### config.mk
export PLATFORM = sky130hd
export DESIGN_NAME = m92_sound_latch
export DESIGN_NICKNAME = d
export VERILOG_FILES = /design/src/rtl/m92_sound_latch.sv
export SDC_FILE = /design/constraint.sdc
export NUM_CORES = 1
export LEC_CHECK = 0
export CAP_MARGIN = 20
export CORE_UTILIZATION = 30
export DETAILED_ROUTE_END_ITERATION = 6
export PLACE_DENSITY = 0.71
export SYNTH_ARGS = -nofsm -noshare
export SYNTH_HDL_FRONTEND = slang
export SYNTH_SLANG_ARGS = --single-unit
### constraint.sdc
create_clock -name clk_sys -period 1.6 [get_ports clk_sys]
set_clock_uncertainty 0.2 [all_clocks]
set_input_delay 0.32 -clock clk_sys [delete_from_list [all_inputs] [get_ports clk_sys]]
set_output_delay 0.32 -clock clk_sys [all_outputs]
set_load 0.02 [all_outputs]
### src/rtl/m92_sound_latch.sv
// M92/M84 main<->sound CPU command/reply mailbox with sound-CPU reset pulse.
// Define M92_SNDLATCH_FIFO_EN to replace the command register with a FIFO.
module m92_sound_latch #(
    parameter int RESET_CYCLES = 16,
    parameter int FIFO_DEPTH   = 4
) (
    input  logic       clk_sys,
    input  logic       reset_n,
    input  logic [7:0] main_dout,
    input  logic       snd_latch1_wr,
    input  logic       snd_latch2_wr,
    input  logic       main_reply_rd,
    output logic [7:0] main_reply,
    output logic       main_irq,
    input  logic       snd_latch_rd,
    output logic [7:0] snd_latch_dout,
    output logic       snd_irq,
    input  logic       snd_reply_wr,
    input  logic [7:0] snd_reply_din,
    output logic       snd_reset,
    output logic       overrun
);

    localparam int CW = $clog2(RESET_CYCLES + 1);

    // bit order: {reply_rd, reply_wr, latch_rd, latch2_wr, latch1_wr}
    logic [4:0]    r_stb;
    logic [4:0]    r_stb_d;
    logic [4:0]    w_rise;
    logic [4:0]    w_fall;
    logic [CW-1:0] r_cnt;
    logic          w_busy;
    logic          w_l2;
    logic          w_wr;
    logic          w_rd;
    logic          w_rep;
    logic          w_rrd;
    logic [7:0]    r_reply;
    logic          r_main_irq;
    logic          r_overrun;

    always_ff @(posedge clk_sys) begin
        if (!reset_n) begin
            r_stb   <= '0;
            r_stb_d <= '0;
        end else begin
            r_stb   <= {main_reply_rd, snd_reply_wr, snd_latch_rd,
                        snd_latch2_wr, snd_latch1_wr};
            r_stb_d <= r_stb;
        end
    end

    assign w_rise = r_stb & ~r_stb_d;
    assign w_fall = ~r_stb & r_stb_d;
    assign w_busy = (r_cnt != '0);
    // sound reset wins over a command written in the same cycle
    assign w_l2   = w_rise[1];
    assign w_wr   = w_rise[0] & ~w_busy & ~w_l2;
    assign w_rd   = w_fall[2] & ~w_busy;
    assign w_rep  = w_rise[3] & ~w_busy;
    assign w_rrd  = w_fall[4];

    always_ff @(posedge clk_sys) begin
        if (!reset_n) begin
            r_cnt <= '0;
        end else if (w_l2) begin
            r_cnt <= CW'(RESET_CYCLES);
        end else if (w_busy) begin
            r_cnt <= r_cnt - CW'(1);
        end
    end

    always_ff @(posedge clk_sys) begin
        if (!reset_n) begin
            r_reply    <= 8'h00;
            r_main_irq <= 1'b0;
        end else if (w_rep) begin
            r_reply    <= snd_reply_din;
            r_main_irq <= 1'b1;
        end else if (w_rrd) begin
            r_main_irq <= 1'b0;
        end
    end

`ifdef M92_SNDLATCH_FIFO_EN
    localparam int PW = $clog2(FIFO_DEPTH);

    logic [7:0]  r_mem [FIFO_DEPTH];
    logic [PW-1:0] r_wp;
    logic [PW-1:0] r_rp;
    logic [PW:0]   r_count;
    logic          w_full;
    logic          w_empty;
    logic          w_push;
    logic          w_pop;

    assign w_full  = (r_count == (PW+1)'(FIFO_DEPTH));
    assign w_empty = (r_count == '0);
    assign w_push  = w_wr & ~w_full;
    assign w_pop   = w_rd & ~w_empty;

    always_ff @(posedge clk_sys) begin
        if (w_push) begin
            r_mem[r_wp] <= main_dout;
        end
    end

    always_ff @(posedge clk_sys) begin
        if (!reset_n || w_l2) begin
            r_wp      <= '0;
            r_rp      <= '0;
            r_count   <= '0;
            r_overrun <= 1'b0;
        end else begin
            if (w_push) r_wp <= r_wp + PW'(1);
            if (w_pop)  r_rp <= r_rp + PW'(1);
            if (w_push && !w_pop)
                r_count <= r_count + (PW+1)'(1);
            else if (w_pop && !w_push)
                r_count <= r_count - (PW+1)'(1);
            if (w_wr && w_full) r_overrun <= 1'b1;
        end
    end

    assign snd_latch_dout = w_empty ? 8'hFF : r_mem[r_rp];
    assign snd_irq        = ~w_empty;
`else
    logic [7:0] r_cmd;
    logic       r_pending;

    always_ff @(posedge clk_sys) begin
        if (!reset_n) begin
            r_cmd     <= 8'h00;
            r_pending <= 1'b0;
            r_overrun <= 1'b0;
        end else if (w_l2) begin
            r_pending <= 1'b0;
            r_overrun <= 1'b0;
        end else if (w_wr) begin
            r_cmd     <= main_dout;
            r_pending <= 1'b1;
            if (r_pending) r_overrun <= 1'b1;
        end else if (w_rd) begin
            r_pending <= 1'b0;
        end
    end

    assign snd_latch_dout = r_cmd;
    assign snd_irq        = r_pending;
`endif

    assign main_reply = r_reply;
    assign main_irq   = r_main_irq;
    assign snd_reset  = w_busy;
    assign overrun    = r_overrun;

endmodule

==> results of run 1 <==
layout by cell type (no fill, tap or decap), drive strengths merged, types with 3 or more instances in the layout:
cell type       n
dfxtp          34
dlygate4sd2    19
buf            17
mux2i          16
and2           10
clkdlybuf4s50  22
nor3            3
nand2          36
inv             4
clkbuf          6
state kept, by name (all words and copies together) (netlist names):
signal,flops
snd_irq,1
r_cnt,5
snd_latch_dout,8
r_stb_d,5
r_stb,5
main_reply,8
overrun,1
main_irq,1
worst max-delay path, stage by stage (launching register included):
cell and delay, ns:
dfxtp_2 0.33, inv_2 0.06, ha_4 0.13, or3b_4 0.39, nor4b_4 0.31, buf_12 0.18, mux2i_1 0.18
repair_timing:
action / in CTS / in global routing
buffers inserted: 2 / 2
pin swaps: 1 / 2
gates resized for setup: 23 / 6
endpoints found under the hold margin: 0 / 0
setup endpoints to repair: 37 / 20
layer usage:
layer,vias to the layer above,GRT usage (%)
met1,458,13.5
met5,-,0
met3,5,5.07
met2,25,20.5
li1,539,-
met4,0,6.38
stage by stage:
stage	hold WS (ns)	power (mW)
2_1_floorplan	0.230	1.63
3_5_place_dp	0.249	2.06
4_1_cts	0.257	2.83
6_report	0.251	2.88
3_3_place_gp	0.239	2.05
5_1_grt	0.278	3.05
final timing paths:
| kind | endpoint | start | slack (ns) |
|---|---|---|---|
| worst min register to register | snd_latch_dout[6] | snd_latch_dout[6] | 0.25 |
| worst min-delay path | snd_latch_dout[6] | snd_latch_dout[6] | 0.25 |
| worst max register to register | main_reply[2] | r_cnt[1] | -0.25 |
| worst max-delay path | main_reply[2] | r_cnt[1] | -0.25 |
layout make-up:
type	instances	area (µm²)	area share [%]
Clock buffer	6	72.6	3.64
Sequential cell	34	683	34.3
Timing Repair Buffer	58	547	27.4
Multi-Input combinational cell	85	577	28.9
Inverter	4	15.0	0.753
Clock inverter	2	37.5	1.88
Tap cell	50	62.6	3.14
cells by family after synthesis:
family / Yosys count / share of synthesized area [%]
fa+ha+maj: 1 / 0.969
xor+xnor: 2 / 1.36
compound gates: 7 / 3.59
flops: 34 / 52.7
mux: 16 / 12.4
simple gates: 59 / 24.6
buf+inv: 11 / 4.36
power groups by stage:
| stage | Clock [mW] | Combinational, mW | Sequential, mW |
|---|---|---|---|
| floorplan | 0 | 0.506 | 1.12 |
| global placement | 0 | 0.997 | 1.05 |
| detailed placement | 0 | 1.01 | 1.05 |
| CTS | 0.797 | 1.00 | 1.03 |
| global route | 0.838 | 1.17 | 1.05 |
| finish | 0.772 | 1.08 | 1.03 |
==> impl_metrics.xml, run 1 <==
<?xml version="1.0" encoding="UTF-8"?>
<metrics>
  <group name="place">
    <metric name="place_inst" unit="">228</metric>
    <metric name="place.detailed.hpwl" unit="mm">1.81</metric>
    <metric name="io_buffers" unit="">42</metric>
    <metric name="pre_cts_ws" unit="ns">-0.253</metric>
    <metric name="placed_cell_area" unit="µm²">1870</metric>
    <metric name="gp_congestion" unit="">0.709</metric>
  </group>
  <group name="setup_path">
    <metric name="worst_setup_path_start_kind" unit="">register</metric>
    <metric name="cp_data_arrival_time" unit="ns">1.86</metric>
    <metric name="timing.reg2reg.worst_path_depth" unit="">6</metric>
    <metric name="critical_path.max_fanout" unit="">9</metric>
    <metric name="worst_ep_required_time" unit="ns">1.61</metric>
    <metric name="endpoint_kind" unit="">register</metric>
    <metric name="path_class" unit="">register to register</metric>
  </group>
  <group name="outcome">
    <metric name="failed_checks" unit="">setup timing</metric>
    <metric name="status" unit="">finished, violations left</metric>
  </group>
  <group name="cells_and_area">
    <metric name="instances_no_fill" unit="">239</metric>
    <metric name="fillers" unit="">384</metric>
    <metric name="design_area" unit="µm²">1990</metric>
    <metric name="net_count_of_the_finished_layout" unit="">212</metric>
    <metric name="layout-drive-gt1-share" unit="%">19.0</metric>
    <metric name="synthToLayoutAreaGrowth" unit="%">54.5</metric>
    <metric name="postLayoutCoreUtil" unit="%">49.2</metric>
    <metric name="n_diodes" unit="">0</metric>
  </group>
  <group name="timing">
    <metric name="max_freq" unit="MHz">541</metric>
    <metric name="layout_min_cycle_time" unit="ns">1.85</metric>
    <metric name="setup_ws" unit="ns">-0.250</metric>
    <metric name="rsz0062_at_grt" unit="">yes</metric>
    <metric name="worst_pin_slew" unit="ns">0.258</metric>
    <metric name="worst_slew_margin_rel" unit="%">82.8</metric>
    <metric name="finalHoldViolCount" unit="">0</metric>
    <metric name="final.period_utilization" unit="%">116</metric>
    <metric name="setup_total_negative_slack" unit="ns">-3.25</metric>
    <metric name="setup_viol_count_final" unit="">18</metric>
    <metric name="slew_viol_final" unit="">0</metric>
  </group>
  <group name="global_route">
    <metric name="grt_start_max_net_pins" unit="">17</metric>
    <metric name="global_route.overflow_total" unit="">0</metric>
    <metric name="grt_antenna_before_repair" unit="">0</metric>
    <metric name="grt_pass1_wl" unit="mm">4.07</metric>
    <metric name="grt_pass1_vias" unit="">970</metric>
    <metric name="grt.total_usage" unit="%">12.4</metric>
  </group>
  <group name="synthesis">
    <metric name="syn-mean-instance-area" unit="µm²">9.93</metric>
    <metric name="post_synth_instance_area" unit="µm²">1290</metric>
    <metric name="synthArstFlopShare" unit="%">0</metric>
    <metric name="synth_edf_count" unit="">0</metric>
    <metric name="synth_sequential_area_ratio" unit="%">52.7</metric>
    <metric name="yosys_register_bits" unit="">34</metric>
    <metric name="synth_ff_type" unit="">dfxtp_1</metric>
    <metric name="synth_area_leader_cell" unit="">dfxtp_1</metric>
    <metric name="count_of_cell_types_in_the_netlist" unit="">27</metric>
    <metric name="synthesis.nets" unit="">154</metric>
    <metric name="ys_top_cells_by_area" unit="">dfxtp_1 53%, mux2i_1 12%, nand2_1 10%</metric>
    <metric name="synth_largest_type_area_fraction" unit="%">52.7</metric>
    <metric name="netlist_instances" unit="">130</metric>
    <metric name="synth-warning-count" unit="">0</metric>
    <metric name="synth_top_cells_by_count" unit="">36 x nand2_1, 34 x dfxtp_1, 16 x mux2i_1</metric>
    <metric name="yosys.cell_count.top_type" unit="">nand2_1</metric>
  </group>
  <group name="clock_network">
    <metric name="hold_buf_cts" unit="">0</metric>
    <metric name="clk_path_buf_depth" unit="">2</metric>
    <metric name="clock_latency_reported_for_the_late_side_of_the_worst_skew_pair" unit="ns">0.28</metric>
    <metric name="cts-buffers-inserted" unit="">5</metric>
    <metric name="htree_levels" unit="">2</metric>
    <metric name="cts.clk_slew.worst_paths" unit="ns">0.07</metric>
    <metric name="clk_root_buffer_cell" unit="">clkbuf_8</metric>
    <metric name="tritoncts_num_sinks" unit="">34</metric>
    <metric name="cts_tree" unit="">done</metric>
  </group>
  <group name="routing">
    <metric name="drt-met1-wl" unit="mm">1.14</metric>
    <metric name="route.met3.wl" unit="µm">133</metric>
    <metric name="routed-wl-met2" unit="mm">1.17</metric>
    <metric name="route.detailed.vias_per_inst" unit="">4.30</metric>
    <metric name="totalWireLength" unit="mm">2.50</metric>
    <metric name="top_layer" unit="">met4</metric>
    <metric name="drt_drc_violations_left" unit="">0</metric>
    <metric name="routed-via-count" unit="">1027</metric>
    <metric name="dr.pass1.iters" unit="">3</metric>
    <metric name="route.antenna.remaining_nets" unit="">0</metric>
    <metric name="drt-initial-drc-count" unit="">40</metric>
    <metric name="routedWlPerCell" unit="µm">10.5</metric>
  </group>
  <group name="power_and_ir_drop">
    <metric name="power_density" unit="nW/µm²">1450</metric>
    <metric name="pwr-share-seq" unit="%">35.8</metric>
    <metric name="ir_drop" unit="mV">0.514</metric>
    <metric name="power.share.switching" unit="%">29.1</metric>
    <metric name="p_sw" unit="mW">0.839</metric>
    <metric name="static-leakage-power" unit="nW">0.861</metric>
    <metric name="intPower" unit="mW">2.04</metric>
    <metric name="power_frac_comb" unit="%">37.5</metric>
    <metric name="share_of_power_burned_in_the_clock_network" unit="%">26.8</metric>
  </group>
  <group name="min_path">
    <metric name="min_path_cells" unit="">2</metric>
    <metric name="worst_hold_path_type" unit="">register to register</metric>
  </group>
  <group name="floorplanning">
    <metric name="chipHeight" unit="µm">67.6</metric>
    <metric name="pin_count" unit="">43</metric>
    <metric name="die-area" unit="µm²">4570</metric>
    <metric name="die_width" unit="µm">67.6</metric>
    <metric name="core-area" unit="µm²">4060</metric>
    <metric name="initial_core_util" unit="%">31.8</metric>
    <metric name="std_cell_rows" unit="">23</metric>
  </group>
  <group name="flow_run">
    <metric name="max-cap-violations" unit="">0</metric>
  </group>
</metrics>
(Power assumes the default switching activity.)
==> run 2, diff against run 1 <==
--- a/config.mk
+++ b/config.mk
@@ -9,6 +9,7 @@
 export CORE_UTILIZATION = 30
 export DETAILED_ROUTE_END_ITERATION = 6
 export PLACE_DENSITY = 0.71
+export SETUP_SLACK_MARGIN = 0.3
 export SYNTH_ARGS = -nofsm -noshare
 export SYNTH_HDL_FRONTEND = slang
 export SYNTH_SLANG_ARGS = --single-unit
==> run 2 against run 1 <==
Compared with the run above:
- the run still ends with setup timing left
- clock power is 18% lower
- sequential cell count stayed put
- die area stayed put
- largest power group unchanged
- combinational power is 25% higher
- highest routed layer unchanged
- worst setup slack worse by 0.024 ns
- critical path type unchanged
- non-clock buffer count is 4 higher
==> impl_metrics.xml, run 2 (synthesis results as in run 1) <==
<?xml version="1.0" encoding="UTF-8"?>
<metrics>
  <group name="clock_network">
    <metric name="clk_path_buf_depth" unit="">2</metric>
    <metric name="cts-buffers-inserted" unit="">5</metric>
    <metric name="cts_tree" unit="">done</metric>
    <metric name="htree_levels" unit="">2</metric>
    <metric name="tritoncts_num_sinks" unit="">34</metric>
    <metric name="cts.clk_slew.worst_paths" unit="ns">0.07</metric>
    <metric name="clk_root_buffer_cell" unit="">clkbuf_8</metric>
    <metric name="clock_latency_reported_for_the_late_side_of_the_worst_skew_pair" unit="ns">0.27</metric>
    <metric name="hold_buf_cts" unit="">0</metric>
  </group>
  <group name="timing">
    <metric name="layout_min_cycle_time" unit="ns">1.87</metric>
    <metric name="slew_viol_final" unit="">0</metric>
    <metric name="whs" unit="ns">0.255</metric>
    <metric name="finalHoldViolCount" unit="">0</metric>
    <metric name="worst_slew_margin_rel" unit="%">80.8</metric>
    <metric name="setup_viol_count_final" unit="">21</metric>
    <metric name="max_freq" unit="MHz">534</metric>
    <metric name="rsz0062_at_grt" unit="">yes</metric>
    <metric name="worst_pin_slew" unit="ns">0.287</metric>
    <metric name="final.period_utilization" unit="%">117</metric>
    <metric name="setup_ws" unit="ns">-0.274</metric>
  </group>
  <group name="place">
    <metric name="placed_cell_area" unit="µm²">1880</metric>
    <metric name="io_buffers" unit="">42</metric>
    <metric name="place.detailed.hpwl" unit="mm">1.80</metric>
    <metric name="gp_congestion" unit="">0.738</metric>
  </group>
  <group name="cells_and_area">
    <metric name="most-common-layout-cells" unit="">35 x nand2_1, 29 x buf_4, 22 x clkdlybuf4s50_1</metric>
    <metric name="area.sequential" unit="µm²">697</metric>
    <metric name="n_diodes" unit="">0</metric>
    <metric name="net_count_of_the_finished_layout" unit="">216</metric>
    <metric name="postLayoutCoreUtil" unit="%">50.4</metric>
    <metric name="layout_commonest_cell" unit="">nand2_1</metric>
    <metric name="synthToLayoutAreaGrowth" unit="%">58.4</metric>
    <metric name="design_area" unit="µm²">2050</metric>
    <metric name="layout-drive-gt1-share" unit="%">38.3</metric>
    <metric name="multi_input_comb_area" unit="µm²">601</metric>
    <metric name="fillers" unit="">385</metric>
  </group>
  <group name="setup_path">
    <metric name="endpoint_kind" unit="">register</metric>
    <metric name="cp_data_arrival_time" unit="ns">1.87</metric>
    <metric name="reg2reg_from" unit="">r_cnt[0]</metric>
    <metric name="worst_setup_path_start_kind" unit="">register</metric>
    <metric name="worst_setup_path_startpoint" unit="">r_cnt[0]</metric>
    <metric name="worst_ep_required_time" unit="ns">1.59</metric>
    <metric name="critical_path.max_fanout" unit="">9</metric>
    <metric name="path_class" unit="">register to register</metric>
  </group>
  <group name="global_route">
    <metric name="grt_pass1_wl" unit="mm">4.29</metric>
    <metric name="grtUsageMet2" unit="%">21.2</metric>
    <metric name="grt.met3_usage" unit="%">4.73</metric>
    <metric name="grt_start_max_net_pins" unit="">21</metric>
    <metric name="gr-usage-met1" unit="%">14.7</metric>
    <metric name="grt_pass1_vias" unit="">1001</metric>
    <metric name="global_route.overflow_total" unit="">0</metric>
    <metric name="grt_antenna_before_repair" unit="">0</metric>
    <metric name="grt.total_usage" unit="%">12.6</metric>
    <metric name="grt_most_used_layer" unit="">met2</metric>
  </group>
  <group name="floorplanning">
    <metric name="initial_core_util" unit="%">31.8</metric>
    <metric name="core-area" unit="µm²">4060</metric>
    <metric name="pin_count" unit="">43</metric>
    <metric name="std_cell_rows" unit="">23</metric>
    <metric name="chipHeight" unit="µm">67.6</metric>
    <metric name="die_width" unit="µm">67.6</metric>
    <metric name="die-area" unit="µm²">4570</metric>
  </group>
  <group name="power_and_ir_drop">
    <metric name="static-leakage-power" unit="nW">0.841</metric>
    <metric name="ir_drop" unit="mV">0.770</metric>
    <metric name="power_density" unit="nW/µm²">1480</metric>
  </group>
  <group name="routing">
    <metric name="totalWireLength" unit="mm">2.60</metric>
    <metric name="drt-initial-drc-count" unit="">30</metric>
    <metric name="drt_drc_violations_left" unit="">0</metric>
    <metric name="routedWlPerCell" unit="µm">10.7</metric>
    <metric name="routed-via-count" unit="">1057</metric>
    <metric name="route.detailed.vias_per_inst" unit="">4.35</metric>
    <metric name="route.antenna.remaining_nets" unit="">0</metric>
    <metric name="dr.pass1.iters" unit="">3</metric>
  </group>
  <group name="outcome">
    <metric name="failed_checks" unit="">setup timing</metric>
    <metric name="status" unit="">finished, violations left</metric>
  </group>
  <group name="flow_run">
    <metric name="max-cap-violations" unit="">0</metric>
  </group>
  <group name="min_path">
    <metric name="worst_hold_path_type" unit="">register to register</metric>
    <metric name="worst_hold_startpoint" unit="">snd_latch_dout[6]</metric>
  </group>
</metrics>
run 2: per-stage QoR:
step | setup TNS [ns] | power (mW) | instances | setup WS, ns
floorplan | -1.38 | 1.65 | 130 | -0.150
global placement | -3.54 | 2.08 | 228 | -0.237
detailed placement | -3.90 | 2.10 | 228 | -0.273
CTS | -3.76 | 2.93 | 242 | -0.281
global route | -5.57 | 3.22 | 243 | -0.355
finish | -3.62 | 3.03 | 243 | -0.274
run 2: worst paths after layout:
kind | endpoint | slack [ns] | depth (start not counted)
setup reg to reg | main_reply[2] | -0.27 | 6
hold / removal | snd_latch_dout[6] | 0.26 | 2
setup / recovery | main_reply[2] | -0.27 | 6
hold reg to reg | snd_latch_dout[6] | 0.26 | 2
run 2: critical path: stages, from the launching register on:
cell and delay (ns):
dfxtp_2 0.32, inv_2 0.06, ha_4 0.13, or3b_4 0.39
nor4b_4 0.31, buf_12 0.17, mux2i_1 0.20
run 2: cell type report:
class | instances | area share [%]
Sequential cell | 34 | 34.1
Multi-Input combinational cell | 85 | 29.4
Timing Repair Buffer | 62 | 28.3
Clock buffer | 7 | 4.22
Tap cell | 50 | 3.06
Inverter | 4 | 0.734
Clock inverter | 1 | 0.245
run 2: what timing repair did:
action / 4_1_cts / 5_1_grt
resized for setup: 93 / 33
setup buffers: 6 / 1
pin swaps: 6 / 1
setup endpoints to repair: 43 / 44
run 2: layer usage:
metal,wire length (µm),vias up,share of wire [%]
li1,-,547,-
met4,19,0,0.73
met2,1250,25,48
met1,1200,483,46
met5,0,-,0
met3,122,2,4.7
run 2: report_power, final:
group	total, mW	switching, mW	internal (mW)
registers	1.05	0.0819	0.969
logic	1.35	0.557	0.789
clock network	0.635	0.288	0.347
